<file path="src/rtl/mul_seq_ctrl.sv">
// Sequential shift-add unsigned multiplier with start/busy/done controller.
// Defining MUL_EARLY_TERM_EN lets an operation finish once no set multiplier bits remain.
module mul_seq_ctrl #(
  parameter  int WIDTH = 8,
  localparam int CW    = $clog2(WIDTH + 1)
) (
  input  logic                 clk,
  input  logic                 areset_n,
  input  logic                 start,
  input  logic [WIDTH-1:0]     multiplicand,
  input  logic [WIDTH-1:0]     multiplier,
  output logic [1:0]           state,
  output logic [CW-1:0]        count,
  output logic                 busy,
  output logic                 done,
  output logic [2*WIDTH-1:0]   product
);

  typedef enum logic [1:0] {
    S_INIT = 2'd0,
    S_EXEC = 2'd1,
    S_IDLE = 2'd2,
    S_HALT = 2'd3
  } state_t;

  localparam logic [CW-1:0] LP_CNT_MAX = CW'(WIDTH);

  state_t               r_state, w_state_nxt;
  logic [2*WIDTH-1:0]   r_p, w_p_nxt, w_p_step;
  logic [WIDTH-1:0]     r_m, w_m_nxt;
  logic [CW-1:0]        r_count, w_cnt_nxt, w_cnt_step;
  logic [WIDTH:0]       w_sum;
  logic                 w_load_prod;
  logic [2*WIDTH-1:0]   r_product;

  // In a step state P[0] is the bit being processed, so it equals "state is EXEC".
  assign w_sum      = {1'b0, r_p[2*WIDTH-1:WIDTH]} + ({(WIDTH+1){r_p[0]}} & {1'b0, r_m});
  assign w_p_step   = {w_sum, r_p[WIDTH-1:1]};
  assign w_cnt_step = r_count + CW'(1);

`ifdef MUL_EARLY_TERM_EN
  logic [CW-1:0]      w_rem;
  logic [2*WIDTH-1:0] w_rem_mask;

  // Low w_rem bits of the shifted P are the multiplier bits not yet processed.
  assign w_rem      = LP_CNT_MAX - w_cnt_step;
  assign w_rem_mask = ~({(2*WIDTH){1'b1}} << w_rem);
`endif

  always_comb begin
    w_state_nxt = r_state;
    w_p_nxt     = r_p;
    w_m_nxt     = r_m;
    w_cnt_nxt   = r_count;
    w_load_prod = 1'b0;
    case (r_state)
      S_INIT: begin
        if (start) begin
          w_p_nxt     = {{WIDTH{1'b0}}, multiplier};
          w_m_nxt     = multiplicand;
          w_cnt_nxt   = '0;
          w_state_nxt = multiplier[0] ? S_EXEC : S_IDLE;
`ifdef MUL_EARLY_TERM_EN
          if (multiplier == '0) begin
            w_cnt_nxt   = LP_CNT_MAX;
            w_state_nxt = S_HALT;
            w_load_prod = 1'b1;
          end
`endif
        end
      end
      S_EXEC, S_IDLE: begin
        w_p_nxt   = w_p_step;
        w_cnt_nxt = w_cnt_step;
        if (w_cnt_step == LP_CNT_MAX) begin
          w_state_nxt = S_HALT;
          w_load_prod = 1'b1;
        end
`ifdef MUL_EARLY_TERM_EN
        else if ((w_p_step & w_rem_mask) == '0) begin
          w_p_nxt     = w_p_step >> w_rem;
          w_cnt_nxt   = LP_CNT_MAX;
          w_state_nxt = S_HALT;
          w_load_prod = 1'b1;
        end
`endif
        else begin
          w_state_nxt = w_p_step[0] ? S_EXEC : S_IDLE;
        end
      end
      S_HALT: begin
        w_state_nxt = S_INIT;
      end
      default: begin
        w_state_nxt = S_INIT;
      end
    endcase
  end

  always_ff @(posedge clk or negedge areset_n) begin
    if (!areset_n) begin
      r_state   <= S_INIT;
      r_p       <= '0;
      r_m       <= '0;
      r_count   <= '0;
      r_product <= '0;
    end else begin
      r_state <= w_state_nxt;
      r_p     <= w_p_nxt;
      r_m     <= w_m_nxt;
      r_count <= w_cnt_nxt;
      if (w_load_prod) r_product <= w_p_nxt;
    end
  end

  assign state   = r_state;
  assign count   = r_count;
  assign busy    = (r_state == S_EXEC) || (r_state == S_IDLE);
  assign done    = (r_state == S_HALT);
  assign product = r_product;

endmodule

</file>
<file path="config.mk">
export PLATFORM = sky130hd
export DESIGN_NAME = mul_seq_ctrl
export DESIGN_NICKNAME = d
export VERILOG_FILES = /design/src/rtl/mul_seq_ctrl.sv
export SDC_FILE = /design/constraint.sdc
export NUM_CORES = 1
export LEC_CHECK = 0
export CELL_PAD_IN_SITES_DETAIL_PLACEMENT = 2
export CELL_PAD_IN_SITES_GLOBAL_PLACEMENT = 2
export CORE_ASPECT_RATIO = 0.8
export CORE_MARGIN = 2
export CORE_UTILIZATION = 33
export CTS_CLUSTER_SIZE = 10
export DETAILED_ROUTE_END_ITERATION = 7
export PLACE_DENSITY_LB_ADDON = 0.1
export SLEW_MARGIN = 20
export SYNTH_ARGS = -nofsm -noshare
export SYNTH_HDL_FRONTEND = slang
export SYNTH_SLANG_ARGS = --single-unit
export TNS_END_PERCENT = 50
</file>
<file path="constraint.sdc">
create_clock -name clk -period 2.4 [get_ports clk]
set_input_delay 0.48 -clock clk [delete_from_list [all_inputs] [get_ports clk]]
set_output_delay 0.48 -clock clk [all_outputs]
set_load 0.01 [all_outputs]
</file>
==> flow_summary.json, run 1 <==
{
  "outcome": "finished, final reports clean",
  "rows": 27,
  "hold_viol": 0,
  "drive_above_1_share": 0.155,
  "worstSetupStartpoint": "r_p[0]$_DFF_PN0_",
  "hp-class": "in -> async",
  "top_usage_layer": "met2",
  "globalRouteMet2Util": 0.297,
  "gp_congestion": 0.805,
  "fin_ws_ns": 0.144,
  "dpl_worst_slack_ns": 0.0675,
  "grt_use_total": 0.169,
  "crit_buf_inv": 1,
  "die_width_um": 97.6,
  "pin_count": 43,
  "root_buffer": "clkbuf_8",
  "relSlewSlack": 0.520,
  "synthCells": 213,
  "clock_latency_ns": 0.30,
  "core_area_mm2": 0.00682,
  "wl_per_cell_um": 17.5,
  "startpoint_type": "flip-flop",
  "design.die.area_mm2": 0.00770,
  "worstMarginPinSlew_ns": 0.719,
  "worstSetupPathType": "reg -> reg",
  "vias": 1799,
  "dpl.hpwl_um": 4520,
  "syn2layout_area_growth_pct": 29.2,
  "ys.flop_type": "dfrtp_1",
  "cts_buffers": 5,
  "worst_path_max_delay_cell": "dfrtp_1",
  "setup_viol": 0,
  "start_util": 0.339,
  "gr-usage-met1": 0.215,
  "power_density_mw_per_mm2": 1020,
  "fin_tns_setup_ns": 0,
  "antennaDiodeCount": 0,
  "synth_nets": 244,
  "grt_pass1_wl_um": 10200,
  "fin_skew_ns": 0.00743,
  "cts_tree": "done",
  "critPathMaxStageDelay_ns": 0.38,
  "worstPathArrival_ns": 2.45,
  "wl_um": 6140,
  "timing.hold.ws_ns": 0.135,
  "grt_pass1_vias": 1972,
  "worstRegToRegCells": 9,
  "clockBufferDepth": 2,
  "clkSinkCount": 46,
  "drt_iter0_markers": 53,
  "nets": 296,
  "clk_pin_slew_ns": 0.09,
  "period_minus_slack_ns": 2.26,
  "holdBufCountCts": 0,
  "drtAntennaViolNets": 0,
  "max_freq_mhz": 443,
  "yosysSeqAreaShare": 0.497,
  "r2r-end": "product[13]$_DFFE_PN0P_",
  "worstPathMaxFanout": 3,
  "die_h_um": 78.9,
  "slew_violations": 0,
  "maxCapViolations": 0,
  "endpoint_kind": "flip-flop",
  "post_synth_num_cell_types": 39,
  "r2r_start": "r_p[0]$_DFF_PN0_",
  "grt_max_degree": 28,
  "io_buffers": 42,
  "finalCritPeriodShare": 0.940,
  "synth_seq_cells": 46,
  "grt_setup_unrepaired": "no",
  "grt-ovfl-total": 0,
  "power_w": 0.00306,
  "p_leak_nw": 1.38,
  "htree_levels": 2,
  "cpLargestDelayFamily": "simple AND/OR/NAND/NOR gates",
  "synth_edf_count": 0,
  "async_reset_ff_frac": 1.00,
  "cp_cell_sequence": "and2_1, ha_1, inv_1, fa_1, nand2b_1, a21oi_2, nand4b_1, nand3_1, mux2_4",
  "grtUsageMet3": 0.0352,
  "vdd_ir_drop_max_mv": 0.363,
  "yosys_warnings": 0,
  "fillers": 739,
  "reg2reg_slack_ns": 0.14,
  "avgSynthCellArea_um2": 10.9,
  "drt-vias-per-instance": 5.11,
  "netlist_area_mm2": 0.00231,
  "cp.required_ns": 2.59,
  "grt_antenna_before_repair": 0,
  "fin_cells": 352,
  "dp.cells": 344,
  "regArea_mm2": 0.00115,
  "multi_input_area_mm2": 0.00110,
  "dr.pass1.iters": 4,
  "route.detailed.drc": 0
}
-- cell usage after synthesis (2+ instances only) --
master	count	area share
inv_1	7	0.011
dfrtp_1	46	0.50
o211ai_1	2	0.0065
nor3_1	3	0.0065
nand2_1	39	0.063
a22oi_1	7	0.023
nor2_1	12	0.019
a21o_1	5	0.016
ha_1	11	0.059
mux2i_1	2	0.0086
and2_1	8	0.022
mux2_4	7	0.045
a21oi_1	8	0.017
nand2b_1	4	0.011
a22o_1	2	0.0076
mux2_2	13	0.063
o21ai_0	10	0.022
a31oi_1	2	0.0054
nand3_1	2	0.0043
xnor2_1	3	0.011
buf_6	2	0.0097
-- through the flow --
step	util	area, µm²
floorplan	-	2310
global placement	0.420	2870
detailed placement	0.420	2870
CTS	0.437	2980
global route	0.438	2990
finish	0.438	2990
-- registers in the layout, indices dropped and copies added, names as in the netlist --
signal   cells
r_m          8
count        4
state        2
product     16
r_p         16
-- logic make-up after synthesis --
kind of cell / share of synthesized area
AOI/OAI and AO/OA: 0.133
muxes: 0.117
buffers and inverters: 0.0270
and+or+nand+nor: 0.146
xor gates and xnor gates: 0.0114
adders and majority gates: 0.0681
DFF: 0.497
-- cell usage in the layout, fill, tap and decap left out, types with 2 or more instances in the layout --
cell type         n
mux2i_1           2
a21o_1            5
xnor2_1           3
clkbuf_8          6
inv_1             7
o211ai_1          2
buf_4             7
o21ai_0          10
nand3_1           2
a31oi_1           2
mux2_4            7
mux2_2           13
nor3_1            3
and2_1            8
ha_1             11
dfrtp_1          46
a21oi_1           7
nand2_1          39
a22o_1            2
nor2_1           12
a22oi_1           7
nand2b_1          4
clkdlybuf4s50_1  41
-- what timing repair did --
item | CTS | global route
hold endpoints to repair | 0 | 0
resized for setup | 0 | 1
setup endpoints to repair | 0 | 3
setup buffers | 0 | 1
-- power breakdown --
group	switching, W	total (W)	internal [W]
Clock	0.000264	0.000597	0.000334
Combinational	0.000791	0.00136	0.000568
Sequential	0.000136	0.00111	0.000972
-- layer usage --
layer | vias up | share of wire
met5 | - | 0
met4 | 0 | 0.011
met3 | 8 | 0.030
met2 | 30 | 0.50
met1 | 916 | 0.46
li1 | 845 | -
-- worst max-delay path by stage --
stage / end / slack (ns) / cells past startpoint
2_1_floorplan: product[13]$_DFFE_PN0P_ / 0.37 / 9
3_3_place_gp: product[13]$_DFFE_PN0P_ / 0.13 / 9
3_5_place_dp: product[13]$_DFFE_PN0P_ / 0.07 / 9
4_1_cts: product[13]$_DFFE_PN0P_ / 0.006 / 9
5_1_grt: product[13]$_DFFE_PN0P_ / 0.02 / 9
6_report: product[13]$_DFFE_PN0P_ / 0.14 / 9
-- area by class of cell --
class | count | share of cell area
Tap cell | 87 | 0.0364
Clock inverter | 1 | 0.0100
Timing Repair Buffer | 50 | 0.163
Inverter | 7 | 0.00878
Clock buffer | 6 | 0.0276
Sequential cell | 46 | 0.385
Multi-Input combinational cell | 155 | 0.369
Power figures use the tool's default switching activity.
==> run 2: changes to the inputs <==
--- a/config.mk
+++ b/config.mk
@@ -9,7 +9,7 @@
 export CELL_PAD_IN_SITES_GLOBAL_PLACEMENT = 2
 export CORE_ASPECT_RATIO = 0.8
 export CORE_MARGIN = 2
-export CORE_UTILIZATION = 33
+export CORE_UTILIZATION = 36
 export CTS_CLUSTER_SIZE = 10
 export DETAILED_ROUTE_END_ITERATION = 7
 export PLACE_DENSITY_LB_ADDON = 0.1
==> constraint.sdc (replaced) <==
create_clock -name clk -period 2.6 [get_ports clk]
set_input_delay 0.52 -clock clk [delete_from_list [all_inputs] [get_ports clk]]
set_output_delay 0.52 -clock clk [all_outputs]
set_load 0.01 [all_outputs]
==> run 2 against run 1 <==
Compared with the run above:
- register-to-register slack gained 0.095 ns
- fmax down 4.4%
- sequential power fell by 7%
- flip-flop and latch count unchanged
- die area fell by 8.0%
- critical path depth unchanged
- count of clock-buffer cells in the layout is 1 lower
==> flow_summary.json, run 2 (synthesized netlist as in run 1, its figures left out) <==
{
  "outcome": "finished, final reports clean",
  "wl_per_cell_um": 17.2,
  "power_density_mw_per_mm2": 934,
  "worstSetupPathType": "reg -> reg",
  "vdd_ir_drop_max_mv": 0.337,
  "worstMarginPinSlew_ns": 0.897,
  "cts-resized-gates": 0,
  "rows": 26,
  "grt_max_degree": 30,
  "htree_levels": 2,
  "cts_buffers": 5,
  "start_util": 0.367,
  "placed_cell_area_mm2": 0.00288,
  "wl_um": 6030,
  "crit_buf_inv": 1,
  "hp-class": "in -> async",
  "grtUsageMet3": 0.0317,
  "finalCritPeriodShare": 0.908,
  "clockBufferDepth": 2,
  "top_usage_layer": "met2",
  "drtAntennaViolNets": 0,
  "pin_count": 43,
  "p_leak_nw": 1.38,
  "clock_latency_ns": 0.30,
  "worstPathMaxFanout": 6,
  "reg2reg_slack_ns": 0.24,
  "grt_pass1_vias": 1878,
  "drt_iter0_markers": 97,
  "fillers": 649,
  "dpl.hpwl_um": 4530,
  "cts_tree": "done",
  "relSlewSlack": 0.400,
  "endpoint_kind": "flip-flop",
  "critPathMaxStageDelay_ns": 0.48,
  "r2r_start": "r_p[0]$_DFF_PN0_",
  "grt_antenna_before_repair": 0,
  "grt_pass1_wl_um": 9870,
  "fin_skew_ns": 0.0117,
  "design_area_mm2": 0.00299,
  "vias": 1804,
  "grt_use_total": 0.184,
  "gr-usage-met1": 0.258,
  "antennaDiodeCount": 0,
  "max_freq_mhz": 424,
  "cp_cell_sequence": "and2_1, ha_1, inv_1, fa_1, nand2b_1, a21oi_1, nor2b_1, o21ai_0, a22o_1",
  "worstRegToRegCells": 9,
  "post-cts-setup-buffers": 0,
  "grt-ovfl-total": 0,
  "period_minus_slack_ns": 2.36,
  "clkSinkCount": 46,
  "core_area_mm2": 0.00631,
  "setup_viol": 0,
  "die_width_um": 93.7,
  "startpoint_type": "flip-flop",
  "io_buffers": 42,
  "syn2layout_area_growth_pct": 29.3,
  "gp_congestion": 0.763,
  "grt_setup_unrepaired": "no",
  "route.detailed.drc": 0,
  "cp.required_ns": 2.83,
  "clk_pin_slew_ns": 0.10,
  "drt-vias-per-instance": 5.14,
  "slew_violations": 0,
  "hold_viol": 0,
  "dr.pass1.iters": 4,
  "holdBufCountCts": 0,
  "worstPathArrival_ns": 2.59,
  "drive_above_1_share": 0.157,
  "fin_tns_setup_ns": 0,
  "maxCapViolations": 0,
  "design.die.area_mm2": 0.00709,
  "r2r-end": "r_p[15]$_DFF_PN0_",
  "worst_path_max_delay_cell": "dfrtp_1",
  "die_h_um": 75.7,
  "final_common_cell": "dfrtp_1",
  "cpLargestDelayFamily": "compound AO/OA/AOI/OAI gates",
  "final_cell_mix": "46 x dfrtp_1, 41 x clkdlybuf4s50_1, 39 x nand2_1, 13 x mux2_2, 12 x nor2_1",
  "globalRouteMet2Util": 0.308,
  "root_buffer": "clkbuf_8",
  "nets": 297
}
run 2: final cells by class:
class	instances	area [µm²]	share of cell area
Inverter	7	26.3	0.00878
Sequential cell	46	1150	0.385
Timing Repair Buffer	51	495	0.166
Multi-Input combinational cell	155	1100	0.368
Clock inverter	3	45.0	0.0151
Tap cell	84	105	0.0351
Clock buffer	5	68.8	0.0230
run 2: how the worst max path moves through the flow:
stage                           startpoint                 endpoint  slack [ns]  cells past startpoint
final                     r_p[0]$_DFF_PN0_        r_p[15]$_DFF_PN0_        0.24                      9
after global routing      r_p[0]$_DFF_PN0_        r_p[15]$_DFF_PN0_        0.07                      9
after CTS                 r_p[0]$_DFF_PN0_        r_p[15]$_DFF_PN0_        0.26                      9
after detailed placement             start     count[2]$_DFFE_PN0P_        0.24                      7
after global placement               start     count[2]$_DFFE_PN0P_        0.31                      7
after floorplan           r_p[0]$_DFF_PN0_  product[13]$_DFFE_PN0P_        0.57                      9
run 2: metrics by stage:
stage	power (W)	hold WS (ns)	worst slack, ns	cells	util
4_1_cts	0.00284	0.258	0.257	351	0.474
2_1_floorplan	0.00179	0.224	0.572	213	-
6_report	0.00279	0.232	0.240	351	0.474
3_3_place_gp	0.00222	0.472	0.309	343	0.456
5_1_grt	0.00303	0.271	0.0668	351	0.474
3_5_place_dp	0.00228	0.490	0.241	343	0.456
run 2: where the power goes:
group	leakage, nW	switching (W)	internal (W)
Sequential	0.588	0.000134	0.000897
Combinational	0.741	0.000705	0.000514
Clock	0.0504	0.000259	0.000286
Total	1.38	0.00110	0.00170
run 2: routing by layer:
metal / routed length [µm] / part of all wire
met1: 2900 / 0.48
met2: 2940 / 0.49
met3: 148 / 0.025
met4: 49 / 0.0081
met5: 0 / 0
==> run 3: changes to the inputs <==
--- a/config.mk
+++ b/config.mk
@@ -12,7 +12,7 @@
 export CORE_UTILIZATION = 36
 export CTS_CLUSTER_SIZE = 10
 export DETAILED_ROUTE_END_ITERATION = 7
-export PLACE_DENSITY_LB_ADDON = 0.1
+export PLACE_DENSITY_LB_ADDON = 0.15
 export SLEW_MARGIN = 20
 export SYNTH_ARGS = -nofsm -noshare
 export SYNTH_HDL_FRONTEND = slang
==> run 3 against run 2 <==
Compared with the run above:
- setup slack improved by 0.035 ns
- clock skew decreased by 0.0033 ns
- count of clock-buffer cells in the layout increased by 1
- critical path depth unchanged
- via count increased by 0.50%
- largest power group unchanged
- non-clock buffer count decreased by 3
- largest cell class unchanged
- cell count decreased by 0.85%
==> flow_summary.json, run 3 (synthesized netlist as in run 1, its figures left out) <==
{
  "clockBufferDepth": 2,
  "design_area_mm2": 0.00300,
  "power_w": 0.00292,
  "slew_violations": 0,
  "gp_congestion": 0.777,
  "worstPathArrival_ns": 2.57,
  "core_area_mm2": 0.00631,
  "maxCapViolations": 0,
  "clock_latency_ns": 0.31,
  "worstPathMaxFanout": 6,
  "nets": 294,
  "routedLengthMet1_um": 3040,
  "holdBufCountCts": 0,
  "dr.pass1.iters": 4,
  "grt_max_degree": 47,
  "cts_tree": "done",
  "crit_buf_inv": 1,
  "fillers": 667,
  "hold_viol": 0,
  "cts_buffers": 5,
  "fin_skew_ns": 0.00838,
  "grt_setup_unrepaired": "no",
  "rows": 26,
  "period_minus_slack_ns": 2.33,
  "syn2layout_area_growth_pct": 29.6,
  "drt-vias-per-instance": 5.21,
  "placed_cell_area_mm2": 0.00286,
  "fin_tns_setup_ns": 0,
  "worst_path_max_delay_cell": "dfrtp_1",
  "power_density_mw_per_mm2": 975,
  "finalCritPeriodShare": 0.894,
  "root_buffer": "clkbuf_8",
  "grt_pass1_wl_um": 10400,
  "p_leak_nw": 1.39,
  "die_width_um": 93.7,
  "route.detailed.drc": 0,
  "drive_above_1_share": 0.148,
  "grt_use_total": 0.194,
  "relSlewSlack": 0.453,
  "final_util": 0.475,
  "worstSetupPathType": "reg -> reg",
  "clk_pin_slew_ns": 0.09,
  "dpl.hpwl_um": 4490,
  "outcome": "finished, final reports clean",
  "start_util": 0.367,
  "cp.required_ns": 2.84,
  "pin_count": 43,
  "critPathMaxStageDelay_ns": 0.46,
  "startpoint_type": "flip-flop",
  "io_buffers": 42,
  "die_h_um": 75.7,
  "wl_met2_um": 3080,
  "final_cell_mix": "46 x dfrtp_1, 41 x clkdlybuf4s50_1, 39 x nand2_1, 13 x mux2_2, 12 x nor2_1",
  "grt_antenna_before_repair": 0,
  "timing.hold.ws_ns": 0.174,
  "cp_cell_sequence": "and2_1, ha_1, inv_1, fa_1, nand2b_1, a21oi_1, nor2b_1, o21ai_0, a22o_1",
  "vdd_ir_drop_max_mv": 0.353,
  "clkSinkCount": 46,
  "vias": 1813,
  "cts-resized-gates": 0,
  "top_layer_used": "met4",
  "endpoint_kind": "flip-flop",
  "wl_um": 6360,
  "grt-ovfl-total": 0,
  "cpLargestDelayFamily": "compound AO/OA/AOI/OAI gates",
  "max_freq_mhz": 430,
  "worstMarginPinSlew_ns": 0.820,
  "setup_viol": 0,
  "drtAntennaViolNets": 0,
  "grt_pass1_vias": 1921,
  "hp-class": "in -> async",
  "final_common_cell": "dfrtp_1",
  "wl_met3_um": 180,
  "htree_levels": 2,
  "post-cts-setup-buffers": 0,
  "wl_per_cell_um": 18.3,
  "drt_iter0_markers": 75,
  "antennaDiodeCount": 0,
  "design.die.area_mm2": 0.00709
}
-- run 3: changes by cell type in the layout (fill, tap and decap cells not counted), sizes merged --
cell,change
clkinvlp,-2
buf,-3
bufinv,+1
clkbuf,+1
-- run 3: where the power goes --
| part | internal [W] | switching, W |
|---|---|---|
| clock | 0.000410 | 0.000265 |
| combinational | 0.000506 | 0.000709 |
| sequential | 0.000897 | 0.000136 |
| total | 0.00181 | 0.00111 |
-- run 3: final timing paths --
check | start | to | slack, ns | depth (start not counted)
min in group clk | r_p[3]$_DFF_PN0_ | r_p[2]$_DFF_PN0_ | 0.50 | 2
worst min register to register | r_p[3]$_DFF_PN0_ | r_p[2]$_DFF_PN0_ | 0.50 | 2
max in group asynchronous | areset_n | r_m[6]$_DFFE_PN0P_ | 2.18 | 2
worst min-delay path | areset_n | r_p[5]$_DFF_PN0_ | 0.17 | 2
worst max-delay path | r_p[0]$_DFF_PN0_ | r_p[15]$_DFF_PN0_ | 0.27 | 9
worst max register to register | r_p[0]$_DFF_PN0_ | r_p[15]$_DFF_PN0_ | 0.27 | 9
-- run 3: per-layer routing --
metal  track usage  vias to the layer above
met5             0                        -
met4        0.0435                        0
met3        0.0326                        7
met2         0.326                       33
met1         0.268                      927
li1              -                      846
-- run 3: area by class of cell --
type	instances	area, µm²	area share
Sequential cell	46	1150	0.384
Multi-Input combinational cell	155	1100	0.367
Timing Repair Buffer	48	473	0.158
Tap cell	84	105	0.0350
Clock buffer	6	82.6	0.0275
Clock inverter	2	60.1	0.0200
Inverter	7	26.3	0.00876
-- run 3: per-stage QoR --
| stage | worst slack (ns) | instances |
|---|---|---|
| floorplan | 0.572 | 213 |
| global placement | 0.270 | 340 |
| detailed placement | 0.177 | 340 |
| CTS | 0.241 | 348 |
| global route | 0.0566 | 348 |
| finish | 0.275 | 348 |
